--- src/rtl/mult_ctrl_pkg.sv ---
// Shared definitions for the shift-and-add multiplier controller and datapath.
// Holds the register op codes, the ULA op codes, the sequencer state enum,
// the packed control bundle and the Moore decode from state to controls.
package mult_ctrl_pkg;

  // Register op codes (X shifts left, Y shifts right)
  localparam logic [1:0] HOLD  = 2'b00;
  localparam logic [1:0] LOAD  = 2'b01;
  localparam logic [1:0] CLEAR = 2'b10;
  localparam logic [1:0] SHIFT = 2'b11;

  // ULA op codes
  localparam logic ADD  = 1'b0;
  localparam logic PASS = 1'b1;

  typedef enum logic [2:0] {
    IDLE   = 3'd0,
    LOAD_X = 3'd1,
    LOAD_Y = 3'd2,
    EXEC   = 3'd3,
    DONE   = 3'd4
  } state_e;

  // Control bundle driven towards the datapath
  typedef struct packed {
    logic [1:0] x_op;
    logic [1:0] y_op;
    logic [1:0] z_op;
    logic       ula_op;
    logic       val_sel;
    logic       busy;
    logic       done;
  } ctrl_t;

  // Moore part of the control decode; z_op in EXEC is refined by the caller
  function automatic ctrl_t decode_ctrl(input state_e s);
    ctrl_t c;
    c.x_op    = HOLD;
    c.y_op    = HOLD;
    c.z_op    = HOLD;
    c.ula_op  = ADD;
    c.val_sel = 1'b0;
    c.busy    = 1'b0;
    c.done    = 1'b0;
    case (s)
      LOAD_X: begin
        c.x_op    = LOAD;
        c.y_op    = CLEAR;
        c.z_op    = CLEAR;
        c.val_sel = 1'b0;
        c.busy    = 1'b1;
      end
      LOAD_Y: begin
        c.y_op    = LOAD;
        c.val_sel = 1'b1;
        c.busy    = 1'b1;
      end
      EXEC: begin
        c.x_op   = SHIFT;
        c.y_op   = SHIFT;
        c.ula_op = ADD;
        c.busy   = 1'b1;
      end
      DONE: begin
        c.done = 1'b1;
      end
      default: ;
    endcase
    return c;
  endfunction

endpackage

--- src/rtl/mult_iter_counter.sv ---
// Iteration counter for the EXEC phase of the multiplier sequencer.
// Ports:
//   clk, rst_n : clock, asynchronous active-low reset
//   clr_i      : synchronous clear to 0 (priority over en_i)
//   en_i       : count one iteration; saturates at WIDTH-1 so it never wraps
//   last_o     : registered flag, high while the count equals WIDTH-1
module mult_iter_counter #(
  parameter int unsigned WIDTH = 4
) (
  input  logic clk,
  input  logic rst_n,
  input  logic clr_i,
  input  logic en_i,
  output logic last_o
);

  localparam int unsigned CNT_W = (WIDTH > 1) ? $clog2(WIDTH) : 1;
  localparam logic [CNT_W-1:0] CNT_LAST = CNT_W'(WIDTH - 1);

  logic [CNT_W-1:0] bit_cnt_q, bit_cnt_d;
  logic             last_q, last_d;

  // Next count; holding at the last value keeps power-of-two widths from wrapping
  always_comb begin
    bit_cnt_d = bit_cnt_q;
    if (clr_i) begin
      bit_cnt_d = '0;
    end else if (en_i && !last_q) begin
      bit_cnt_d = bit_cnt_q + CNT_W'(1);
    end
    last_d = (bit_cnt_d == CNT_LAST);
  end

  always_ff @(posedge clk or negedge rst_n) begin
    if (!rst_n) begin
      bit_cnt_q <= '0;
      last_q    <= (WIDTH == 1);
    end else begin
      bit_cnt_q <= bit_cnt_d;
      last_q    <= last_d;
    end
  end

  assign last_o = last_q;

endmodule

--- src/rtl/mult_sequencer.sv ---
// Start/done handshaked sequencer for the shift-and-add multiplier datapath.
// Loads operand A into X and operand B into Y, then runs one EXEC cycle per
// multiplier bit (optionally leaving early once Y is zero) and pulses done.
// Ports:
//   clk, rst_n     : clock, asynchronous active-low reset
//   start          : multiply request, sampled only in IDLE
//   abort          : synchronous cancel in any non-IDLE state
//   y_lsb, y_zero  : datapath Y[0] and Y==0 status
//   x_op,y_op,z_op : register op codes (HOLD/LOAD/CLEAR/SHIFT)
//   ula_op         : 0=ADD (Z+X), 1=PASS
//   val_sel        : load mux, 0=A into X, 1=B into Y
//   busy           : high from LOAD_X through EXEC
//   done           : one-cycle pulse, Z holds the product
module mult_sequencer
  import mult_ctrl_pkg::*;
#(
  parameter int unsigned WIDTH      = 4,
  parameter bit          EARLY_EXIT = 1'b1
) (
  input  logic       clk,
  input  logic       rst_n,
  input  logic       start,
  input  logic       abort,
  input  logic       y_lsb,
  input  logic       y_zero,
  output logic [1:0] x_op,
  output logic [1:0] y_op,
  output logic [1:0] z_op,
  output logic       ula_op,
  output logic       val_sel,
  output logic       busy,
  output logic       done
);

  state_e state_q, state_d;
  ctrl_t  ctrl_q, ctrl_d;
  logic   cnt_clr, cnt_en, cnt_last;
  logic   exec_exit;

  assign cnt_clr = (state_q == LOAD_X);
  assign cnt_en  = (state_q == EXEC);

  // Iteration counter
  mult_iter_counter #(
    .WIDTH (WIDTH)
  ) u_iter_counter (
    .clk    (clk),
    .rst_n  (rst_n),
    .clr_i  (cnt_clr),
    .en_i   (cnt_en),
    .last_o (cnt_last)
  );

  assign exec_exit = cnt_last || (EARLY_EXIT && y_zero);

  // Next-state logic; abort outranks every exit condition outside IDLE
  always_comb begin
    state_d = state_q;
    case (state_q)
      IDLE: begin
        if (start) state_d = LOAD_X;
      end
      LOAD_X: begin
        state_d = abort ? IDLE : LOAD_Y;
      end
      LOAD_Y: begin
        state_d = abort ? IDLE : EXEC;
      end
      EXEC: begin
        if (abort) begin
          state_d = IDLE;
        end else if (exec_exit) begin
          state_d = DONE;
        end
      end
      DONE: begin
        state_d = IDLE;
      end
      default: begin
        state_d = IDLE;
      end
    endcase
    ctrl_d = decode_ctrl(state_d);
  end

  // State and registered Moore controls
  always_ff @(posedge clk or negedge rst_n) begin
    if (!rst_n) begin
      state_q <= IDLE;
      ctrl_q  <= '0;
    end else begin
      state_q <= state_d;
      ctrl_q  <= ctrl_d;
    end
  end

  assign x_op    = ctrl_q.x_op;
  assign y_op    = ctrl_q.y_op;
  assign ula_op  = ctrl_q.ula_op;
  assign val_sel = ctrl_q.val_sel;
  assign busy    = ctrl_q.busy;
  assign done    = ctrl_q.done;

  // z_op is the one Mealy output: in EXEC it accumulates only on a set multiplier bit
  assign z_op = (state_q == EXEC) ? ((y_lsb && !y_zero) ? LOAD : HOLD)
                                  : ctrl_q.z_op;

endmodule

--- config.mk ---
export PLATFORM = sky130hd
export DESIGN_NAME = mult_sequencer
export DESIGN_NICKNAME = d
export VERILOG_FILES = /design/src/rtl/mult_ctrl_pkg.sv /design/src/rtl/mult_iter_counter.sv /design/src/rtl/mult_sequencer.sv
export SDC_FILE = /design/constraint.sdc
export NUM_CORES = 1
export LEC_CHECK = 0
export CORE_ASPECT_RATIO = 1.2
export CORE_MARGIN = 3
export CORE_UTILIZATION = 40
export CTS_CLUSTER_DIAMETER = 200
export DETAILED_ROUTE_END_ITERATION = 8
export PLACE_DENSITY = 0.64
export SYNTH_ARGS = -nofsm -noshare
export SYNTH_HDL_FRONTEND = slang
export SYNTH_SLANG_ARGS = --single-unit
--- constraint.sdc ---
create_clock -name clk -period 1.5 [get_ports clk]
set_input_delay 0.15 -clock clk [delete_from_list [all_inputs] [get_ports clk]]
set_output_delay 0.15 -clock clk [all_outputs]
set_load 0.05 [all_outputs]
==> impl_metrics.py <==
metrics = {
    "run_status": {
        "status": "finished, final reports clean",
    },
    "clocking": {
        "numCtsBuffers": 3,
        "cts_buffer_depth": 2,
        "cts_num_sinks": 14,
        "cts_root_buf": "clkbuf_4",
        "path_clk_slew_ps": 90,
        "clock_latency_ps": 280,
        "cts_max_level": 1,
        "postCtsHoldBufs": 0,
        "cts_tree": "yes",
    },
    "synthesis": {
        "yosysTopAreaCellShare": 0.539,
        "ys_warn_count": 0,
        "yosysTopAreaCell": "dfrtp_1",
        "postSynth.asyncResetShare": 1.00,
        "synth_xor_area_frac": 0,
        "synth_fa_ha_area_frac": 0,
        "avgSynthCellArea_sq_um": 11.0,
        "synthTopCellsByArea": "dfrtp_1 (54%), buf_4 (8.1%), o41ai_1 (4.0%)",
        "ys_seq_area_frac": 0.539,
        "synth_compound_area_frac": 0.146,
        "syn-instance-count": 59,
        "ys_seq_elements": 14,
        "synthFlopType": "dfrtp_1",
        "synthTopCellsByCount": "dfrtp_1 (14), buf_4 (7), a21oi_1 (4), nor2_1 (4), o21ai_0 (4)",
        "muxShareOfSynthArea": 0,
        "synth_edf_count": 0,
        "synth.cell_area_sq_um": 649,
        "yosysMostFrequentCell": "dfrtp_1",
        "synth.net_count": 65,
        "synth_cell_types": 23,
        "synth_top_family_by_area": "simple AND/OR/NAND/NOR gates",
        "synthSimpleGateAreaFrac": 0.198,
    },
    "floorplanning": {
        "io_pins": 16,
        "chipWidth_microns": 42.8,
        "coreArea_sq_um": 1480,
        "start_util": 0.438,
        "die-area_sq_um": 2140,
        "rows": 15,
        "die_h_microns": 50.1,
    },
    "grt": {
        "grt_max_degree": 15,
        "grt_overflow": 0,
        "grt_pass1_wl_mm": 1.95,
        "grtUsageTotal": 0.127,
        "antenna_found_initial": 0,
        "grt_pass1_vias": 436,
    },
    "timing": {
        "skew_ps": 3.09,
        "clock.fmax_mhz": 700,
        "fin_crit_ps": 1430,
        "hold_ws_ps": 170,
        "finalSetupViolCount": 0,
        "slew_violations": 0,
        "final_hold_viol_count": 0,
        "min_period_over_period": 0.952,
        "finalSetupTns_ps": 0,
    },
    "critical_path": {
        "cp.arrival_ps": 1280,
        "required_ps": 1350,
        "worstSetupEndpointType": "primary output",
        "cp-start-kind": "register",
        "crit_type": "register to primary output",
        "reg2reg_depth": 4,
        "cp_max_fo": 4,
    },
    "placement": {
        "place_hpwl_microns": 794,
        "dpl-instance-area_sq_um": 766,
        "port_buffers": 14,
        "globalplace.congestion": 0.756,
    },
    "final_layout": {
        "finish.instance_area_sq_um": 833,
        "drive_gt1_frac": 0.315,
        "n_antenna_cell": 0,
        "fin_nets": 80,
        "area_growth_syn_to_layout_pct": 28.3,
    },
    "power_and_ir_drop": {
        "p_per_area_nw_per_um2": 1810,
        "p_total_mw": 1.51,
        "leakagePower_nw": 0.413,
        "ir_drop_uv": 872,
    },
    "worst_hold_path": {
        "hp-class": "input port to async pin",
    },
    "job": {
        "drv_cap": 0,
    },
    "route": {
        "wl_per_cell_microns": 13.4,
        "drt_iter0_markers": 12,
        "drc_errors": 0,
        "vias": 475,
        "via_per_inst": 5.28,
        "ant_nets": 0,
        "dr.pass1.iters": 4,
        "routed_wl_mm": 1.20,
    },
}
-- cells by family (layout without fill, tap and decap cells) --
kind of cell / after synthesis / after routing
buffers and inverters: 10 / 24
DFF: 14 / 14
AOI/OAI and AO/OA: 14 / 14
and+or+nand+nor: 20 / 20
other: 1 / 1
-- final cells by class --
| cell class | count | area, sq um |
|---|---|---|
| Clock buffer | 4 | 36.3 |
| Fill cell | 122 | 649 |
| Inverter | 1 | 3.75 |
| Multi-Input combinational cell | 35 | 239 |
| Sequential cell | 14 | 353 |
| Tap cell | 17 | 21.3 |
| Timing Repair Buffer | 19 | 180 |
-- report_power, final --
part / total, mW / internal (mW) / switching, mW
combinational: 0.664 / 0.246 / 0.419
clock: 0.269 / 0.148 / 0.122
sequential: 0.574 / 0.489 / 0.0845
total: 1.51 / 0.883 / 0.625
-- per-layer routing --
metal | share of wire | wire, microns | GRT usage
met4 | 0.016 | 19 | 0.109
met5 | 0 | 0 | 0
met1 | 0.43 | 513 | 0.159
met2 | 0.51 | 615 | 0.185
met3 | 0.047 | 56 | 0.0215
-- sequential cells by signal (all words and copies together) (netlist names) --
name	flops
y_op	2
u_iter_counter.last_o	1
busy	1
state_q	3
x_op	2
u_iter_counter.bit_cnt_q	2
val_sel	1
done	1
ctrl_q	1
-- final timing paths --
path                                                   end                                  start  slack [ps]
max                                                z_op[0]                   state_q[2]$_DFF_PN0_          70
min in group clk                       ctrl_q[5]$_DFF_PN0_                                  start         510
min reg2reg                u_iter_counter.last_o$_DFF_PN0_  u_iter_counter.bit_cnt_q[1]$_DFF_PN0_         510
max reg2reg                              y_op[1]$_DFF_PN0_                   state_q[1]$_DFF_PN0_         210
max in group asynchronous             state_q[1]$_DFF_PN0_                                  rst_n        1150
min                                      x_op[0]$_DFF_PN0_                                  rst_n         170
-- worst max-delay path, cell delays in order, from the launching register on --
cell and delay [ps]:
dfrtp_1 420, nand3b_4 190, nor3b_4 220, buf_12 160
-- through the flow --
step / instances / util / setup WS [ps]
finish: 90 / 0.562 / 71.9
global route: 90 / 0.562 / -7.08
CTS: 87 / 0.543 / 11.4
detailed placement: 83 / 0.516 / 116
global placement: 83 / 0.516 / 138
floorplan: 59 / - / 34.8
-- cells in the final DEF (no fill, tap or decap) --
cell	n
o311a_1	1
nor3_1	3
and3_1	1
nand2b_2	1
clkdlybuf4s50_1	5
inv_1	1
dfrtp_1	12
nand2_1	1
conb_1	1
nor4b_1	1
buf_12	2
clkbuf_4	3
buf_4	12
a211o_1	1
o21ai_0	4
dfrtp_2	2
nor2_1	4
a21oi_1	4
or3_1	2
nand3b_4	1
o211a_1	1
clkbuf_8	1
nor3b_4	1
nand2b_1	3
o41ai_1	3
and2_1	2
-- what timing repair did --
item / CTS / global route
pin swaps: 0 / 1
buffers inserted: 0 / 3
setup endpoints to repair: 2 / 1
gates resized for setup: 2 / 1
Power figures use the tool's default switching activity.
